==> src/rtl/if_fetch_pkg.sv <==
// Shared types and encodings for the instruction-fetch stage.
// Used by if_fetch and if_inst_fifo.
package if_fetch_pkg;

    typedef enum logic [1:0] {
        IF_IDLE    = 2'b00,
        IF_REQ     = 2'b01,
        IF_DISCARD = 2'b10
    } if_state_e;

    localparam int unsigned InstAddrBus  = 32;
    localparam logic [31:0] ZERO_WORD    = 32'h0000_0000;
    localparam logic [31:0] NOP_INST     = 32'h0000_0013;
    localparam logic        CHIP_ENABLE  = 1'b1;
    localparam logic        CHIP_DISABLE = 1'b0;

endpackage

==> src/rtl/if_inst_fifo.sv <==
// Synchronous instruction buffer with push, pop and clear.
// The head output holds its last value while the buffer is empty.
module if_inst_fifo #(
    parameter int unsigned Depth = 2,
    parameter int unsigned Width = 64
) (
    input  logic                   clk,
    input  logic                   rst,
    input  logic                   push_i,
    input  logic                   pop_i,
    input  logic                   clear_i,
    input  logic [Width-1:0]       wdata_i,
    output logic [Width-1:0]       rdata_o,
    output logic                   full_o,
    output logic                   empty_o,
    output logic [$clog2(Depth):0] count_o
);

    localparam int unsigned PtrW = $clog2(Depth);

    logic [Width-1:0] mem_q [Depth];
    logic [PtrW-1:0]  wptr_q, rptr_q;
    logic [PtrW:0]    count_q;
    logic [Width-1:0] hold_q;
    logic             do_push, do_pop;

    assign empty_o = (count_q == '0);
    assign full_o  = (count_q == (PtrW + 1)'(Depth));
    assign count_o = count_q;
    assign do_pop  = pop_i & ~clear_i & ~empty_o;
    assign do_push = push_i & ~clear_i & (~full_o | do_pop);
    assign rdata_o = empty_o ? hold_q : mem_q[rptr_q];

    always_ff @(posedge clk) begin
        if (do_push) begin
            mem_q[wptr_q] <= wdata_i;
        end
    end

    always_ff @(posedge clk or negedge rst) begin
        if (!rst) begin
            wptr_q  <= '0;
            rptr_q  <= '0;
            count_q <= '0;
            hold_q  <= '0;
        end else begin
            // Track the head so it can be replayed once the buffer drains.
            if (!empty_o) begin
                hold_q <= mem_q[rptr_q];
            end
            if (clear_i) begin
                wptr_q  <= '0;
                rptr_q  <= '0;
                count_q <= '0;
            end else begin
                if (do_push) begin
                    wptr_q <= wptr_q + PtrW'(1);
                end
                if (do_pop) begin
                    rptr_q <= rptr_q + PtrW'(1);
                end
                if (do_push && !do_pop) begin
                    count_q <= count_q + (PtrW + 1)'(1);
                end else if (do_pop && !do_push) begin
                    count_q <= count_q - (PtrW + 1)'(1);
                end
            end
        end
    end

endmodule

==> src/rtl/if_fetch.sv <==
// Instruction-fetch stage: issues req/ack word reads, buffers results, flushes on redirect.
// Optional FETCH_MISALIGN_CHECK_EN turns misaligned PCs into flagged NOPs without a memory read.
module if_fetch
    import if_fetch_pkg::*;
#(
    parameter int unsigned FIFO_DEPTH = 2,
    parameter int unsigned ADDR_W     = InstAddrBus,
    parameter int unsigned INST_W     = 32
) (
    input  logic              clk,
    input  logic              rst,
    input  logic [ADDR_W-1:0] pc_i,
    input  logic              ce_i,
    output logic              pc_stall_o,
    input  logic              flush_i,
    output logic              mem_req_o,
    output logic [ADDR_W-1:0] mem_addr_o,
    input  logic              mem_ack_i,
    input  logic [INST_W-1:0] mem_rdata_i,
    input  logic              stall_i,
    output logic              inst_valid_o,
    output logic [INST_W-1:0] inst_o,
`ifdef FETCH_MISALIGN_CHECK_EN
    output logic              inst_misalign_o,
`endif
    output logic [ADDR_W-1:0] inst_pc_o
);

    localparam int unsigned CntW = $clog2(FIFO_DEPTH) + 1;
`ifdef FETCH_MISALIGN_CHECK_EN
    localparam int unsigned EntW = ADDR_W + INST_W + 1;
`else
    localparam int unsigned EntW = ADDR_W + INST_W;
`endif

    if_state_e         state_q, state_d;
    logic              req_q, req_d;
    logic [ADDR_W-1:0] addr_q, addr_d;
    logic              outstanding, space, accept, misalign;
    logic              fifo_push, fifo_pop, fifo_full, fifo_empty;
    logic [CntW-1:0]   fifo_count;
    logic [ADDR_W-1:0] push_pc;
    logic [INST_W-1:0] push_inst;
    logic [EntW-1:0]   push_data, head_data;

`ifdef FETCH_MISALIGN_CHECK_EN
    assign misalign  = |pc_i[1:0];
    // Pushes from IDLE can only be synthesized NOPs for misaligned PCs.
    assign push_data = {push_pc, push_inst, state_q == IF_IDLE};
    assign inst_misalign_o = head_data[0];
`else
    assign misalign  = 1'b0;
    assign push_data = {push_pc, push_inst};
`endif

    assign outstanding = (state_q != IF_IDLE);
    assign space = ~fifo_full & ((int'(fifo_count) + int'(outstanding)) < int'(FIFO_DEPTH));
    // Misaligned PCs are only taken from IDLE so a cycle never needs two pushes.
    assign accept = (ce_i == CHIP_ENABLE) & ~flush_i & space &
                    ((state_q == IF_IDLE) | ((state_q == IF_REQ) & mem_ack_i & ~misalign));

    assign pc_stall_o   = ce_i & ~accept;
    assign mem_req_o    = req_q;
    assign mem_addr_o   = addr_q;
    assign inst_valid_o = ~fifo_empty;
    assign fifo_pop     = ~fifo_empty & ~stall_i & ~flush_i;
    assign inst_pc_o    = head_data[EntW-1 -: ADDR_W];
    assign inst_o       = head_data[EntW-ADDR_W-1 -: INST_W];

    always_comb begin
        state_d   = state_q;
        req_d     = req_q;
        addr_d    = addr_q;
        fifo_push = 1'b0;
        push_pc   = addr_q;
        push_inst = mem_rdata_i;
        unique case (state_q)
            IF_IDLE: begin
                if (accept && misalign) begin
                    fifo_push = 1'b1;
                    push_pc   = pc_i;
                    push_inst = INST_W'(NOP_INST);
                end else if (accept) begin
                    req_d   = 1'b1;
                    addr_d  = pc_i;
                    state_d = IF_REQ;
                end
            end
            IF_REQ: begin
                if (flush_i) begin
                    if (mem_ack_i) begin
                        req_d   = 1'b0;
                        state_d = IF_IDLE;
                    end else begin
                        state_d = IF_DISCARD;
                    end
                end else if (mem_ack_i) begin
                    fifo_push = 1'b1;
                    if (accept) begin
                        addr_d = pc_i;
                    end else begin
                        req_d   = 1'b0;
                        state_d = IF_IDLE;
                    end
                end
            end
            IF_DISCARD: begin
                if (mem_ack_i) begin
                    req_d   = 1'b0;
                    state_d = IF_IDLE;
                end
            end
            default: begin
                req_d   = 1'b0;
                state_d = IF_IDLE;
            end
        endcase
    end

    always_ff @(posedge clk or negedge rst) begin
        if (!rst) begin
            state_q <= IF_IDLE;
            req_q   <= 1'b0;
            addr_q  <= '0;
        end else begin
            state_q <= state_d;
            req_q   <= req_d;
            addr_q  <= addr_d;
        end
    end

    if_inst_fifo #(
        .Depth (FIFO_DEPTH),
        .Width (EntW)
    ) u_fifo (
        .clk     (clk),
        .rst     (rst),
        .push_i  (fifo_push),
        .pop_i   (fifo_pop),
        .clear_i (flush_i),
        .wdata_i (push_data),
        .rdata_o (head_data),
        .full_o  (fifo_full),
        .empty_o (fifo_empty),
        .count_o (fifo_count)
    );

endmodule

==> config.mk <==
export PLATFORM = sky130hd
export DESIGN_NAME = if_fetch
export DESIGN_NICKNAME = d
export VERILOG_FILES = /design/src/rtl/if_fetch_pkg.sv /design/src/rtl/if_inst_fifo.sv /design/src/rtl/if_fetch.sv
export SDC_FILE = /design/constraint.sdc
export NUM_CORES = 1
export LEC_CHECK = 0
export BUFFER_PORTS_ARGS = -buffer_cell sky130_fd_sc_hd__buf_2
export CAP_MARGIN = 0
export CORE_UTILIZATION = 40
export DETAILED_ROUTE_END_ITERATION = 7
export SLEW_MARGIN = 15
export SYNTH_ARGS = -nofsm -noshare
export SYNTH_HDL_FRONTEND = slang
export SYNTH_SLANG_ARGS = --single-unit
==> constraint.sdc <==
create_clock -name clk -period 5.7 [get_ports clk]
set_input_delay 0.285 -clock clk [delete_from_list [all_inputs] [get_ports clk]]
set_output_delay 0.285 -clock clk [all_outputs]
set_load 0.005 [all_outputs]
==> impl_metrics.toml <==
[setup_path]
crit_fanout = 39
cp-end-kind = "flop"
r2r_slack_ns = 2.04
worstPathRequired_ns = 5.84
path_cells = "nor4bb_1, o21ai_0, nor2_4, buf_4"
critPathLaunch = "state_q[0]$_DFFE_PN0P_"
worstSetupEndpoint = "u_fifo.mem_q[0][31]$_DFFE_PP_"
worstPathArrival_ns = 3.80
path_class = "reg -> reg"
regToRegEndpoint = "u_fifo.mem_q[0][31]$_DFFE_PP_"
worstSetupPathDepth = 4
rr_startpoint = "state_q[0]$_DFFE_PN0P_"
crit_buf_inv = 1
max_stage_delay_ns = 0.88
ff2ff_path_depth = 4
path_delay_family = "simple AND/OR/NAND/NOR gates"
start_kind = "flop"
slowest_stage = "nor4bb_1"

[sta]
post-route-min-period_ns = 3.665
fmax_ghz = 0.2729
slew_headroom_pct = 34.38
tightest_slew_ns = 0.9711
maxSlewViolCount = 0
rsz0062_at_grt = "no"
skew_ns = 0.007483
hold_viol = 0
setup_viol = 0
fin_crit_sh_pct = 64.30
setup_tns_ns = 0

[power]
p_total_mw = 4.285
p_sw_mw = 1.035
switching_share_pct = 24.15
powerDensity_nw_per_um2 = 394.0
p_int_mw = 3.250
p_leak_nw = 4.383
ir_worst_vdd_uv = 235.0
power_frac_comb_pct = 14.0
power.share.sequential_pct = 49.6
clkPwrFrac_pct = 36.4

[cells_and_area]
final_common_cell = "buf_2"
final_cells = 1043
multi_input_area_um2 = 1842
final_layout_size_suffix_gt1_share_pct = 32.17
syn_to_final_growth_pct = 29.56
seqCellArea_um2 = 6425
fillers = 1671
final_cell_mix = "buf_2 (167), edfxtp_1 (128), dfrtp_1 (102)"
final_nets = 823

[placement]
dp_cells = 942
numPortBuffers = 168
dp_hpwl_um = 10460
place.gp.congestion = 0.7440

[die]
ioPinCount = 169
dieHeight_um = 146.9
rows = 52
dieArea_um2 = 21570
die_w_um = 146.9
start_util_pct = 41.08
fp.coreArea_um2 = 20430

[logic_synthesis]
synth-edff-count = 128
synthArstFlopShare_pct = 44.59
synthDistinctLibCells = 30
synth_flop_cell = "edfxtp_1"
syn_area_per_cell_um2 = 15.93
netlist_area_um2 = 8393
synth-seq-cells = 231
ys_warn_count = 0
yosysSeqAreaShare_pct = 76.51
synth_cells = 527
synth_fp_nets = 597

[grt]
grt_pass1_vias = 5071
grt_usage_pct = 15.62
antenna_found_initial = 3
grt-ovfl-total = 0
grt_pass1_wl_um = 26530
grt_max_degree = 78

[job]
cap_violations = 0

[drt]
dr.pass1.iters = 4
ant_nets = 0
drt_iter0_drc = 200
drc = 0
vias = 4962
vias_per_cell = 4.757
wirelength_um = 16520
wl_per_cell_um = 15.84

[cts]
cts_buffers = 24
htreeDepth = 1
ctsResizeCount = 0
clk_pin_slew_ns = 0.06
cts_root_buf = "clkbuf_16"
clock_path_buffers = 3
clock-sinks = 231
clk_latency_ns = 0.50
cts_tree = "built"

[status]
status = "complete, no violations"

[worst_hold_path]
hold_path.class = "in -> reg"
through the flow:
| stage | setup WS, ns | cell area [µm²] | util [%] | hold slack [ns] |
|---|---|---|---|---|
| 3_3_place_gp | 2.209 | 9508 | 46.54 | 0.2818 |
| 5_1_grt | 1.711 | 10870 | 53.23 | 0.003759 |
| 6_report | 2.035 | 10870 | 53.23 | 0.02053 |
| 4_1_cts | 2.005 | 10850 | 53.11 | 0.001918 |
| 3_5_place_dp | 2.007 | 9508 | 46.54 | 0.2961 |
| 2_1_floorplan | 1.214 | 8393 | - | -0.01059 |
worst min-delay path by stage:
stage,cells past startpoint,endpoint,from,slack [ns]
after CTS,2,mem_addr_o[18]$_DFFE_PN0P_,pc_i[18],0.002
after floorplan,0,mem_addr_o[0]$_DFFE_PN0P_,rst,-0.01
after detailed placement,1,u_fifo.hold_q[15]$_DFF_PN0_,rst,0.30
final,2,mem_addr_o[18]$_DFFE_PN0P_,pc_i[18],0.02
after global placement,1,u_fifo.hold_q[14]$_DFF_PN0_,rst,0.28
after global routing,2,mem_addr_o[18]$_DFFE_PN0P_,pc_i[18],0.004
power by group through the flow:
stage          logic, mW  registers [mW]  clock network [mW]
2_1_floorplan      0.263            2.13                   0
3_3_place_gp       0.558            2.15                   0
3_5_place_dp       0.576            2.16                   0
4_1_cts            0.609            2.13                1.60
5_1_grt            0.679            2.16                1.67
6_report           0.600            2.13                1.56
layer usage:
layer	global-route usage, %	vias to the layer above	share of wire [%]
met2	25.64	172	46
met1	20.58	2395	45
met3	4.068	26	7.2
met4	4.219	2	1.8
li1	-	2367	-
met5	0	-	0.079
flip-flops by register name, summed over array words and instances, names as in the netlist:
name / count
u_fifo.mem_q: 128
u_fifo.hold_q: 64
mem_addr_o: 32
state_q: 2
u_fifo.count_o: 2
mem_req_o: 1
u_fifo.rptr_q: 1
u_fifo.wptr_q: 1
repair_timing:
| item | 4_1_cts | 5_1_grt |
|---|---|---|
| endpoints found under the setup margin | 0 | 0 |
| setup buffers | 0 | 0 |
| hold buffers | 54 | 0 |
| hold endpoints to repair | 124 | 0 |
final cells by class:
class	count	share of cell area (%)
Clock inverter	15	1.473
Multi-Input combinational cell	263	16.94
Inverter	4	0.1381
Sequential cell	231	59.08
Antenna cell	2	0.04602
Tap cell	270	3.107
Clock buffer	29	5.891
Timing Repair Buffer	229	13.32
cell usage after synthesis (all sizes together) (2+ instances only):
cell / count / area (µm²)
nand2b: 4 / 25.02
edfxtp: 128 / 3844
o21ai: 67 / 335.3
dfrtp: 103 / 2577
nor3: 2 / 10.01
inv: 4 / 15.01
nor2: 5 / 18.77
nor2b: 4 / 25.02
mux2i: 66 / 660.6
buf: 7 / 53.80
a21oi: 4 / 20.02
clkbuf: 22 / 83.83
nand2: 66 / 247.7
and2: 2 / 12.52
mux2: 32 / 360.3
kinds of logic after synthesis:
logic type             Yosys count  synth area share, %
flip-flops                     231                76.51
multiplexers                    98                12.16
AND/OR/NAND/NOR                 87                4.428
AO/OA/AOI/OAI                   77                4.979
buffers and inverters           33                1.819
XOR/XNOR                         1               0.1044
Power figures use the tool's default switching activity.
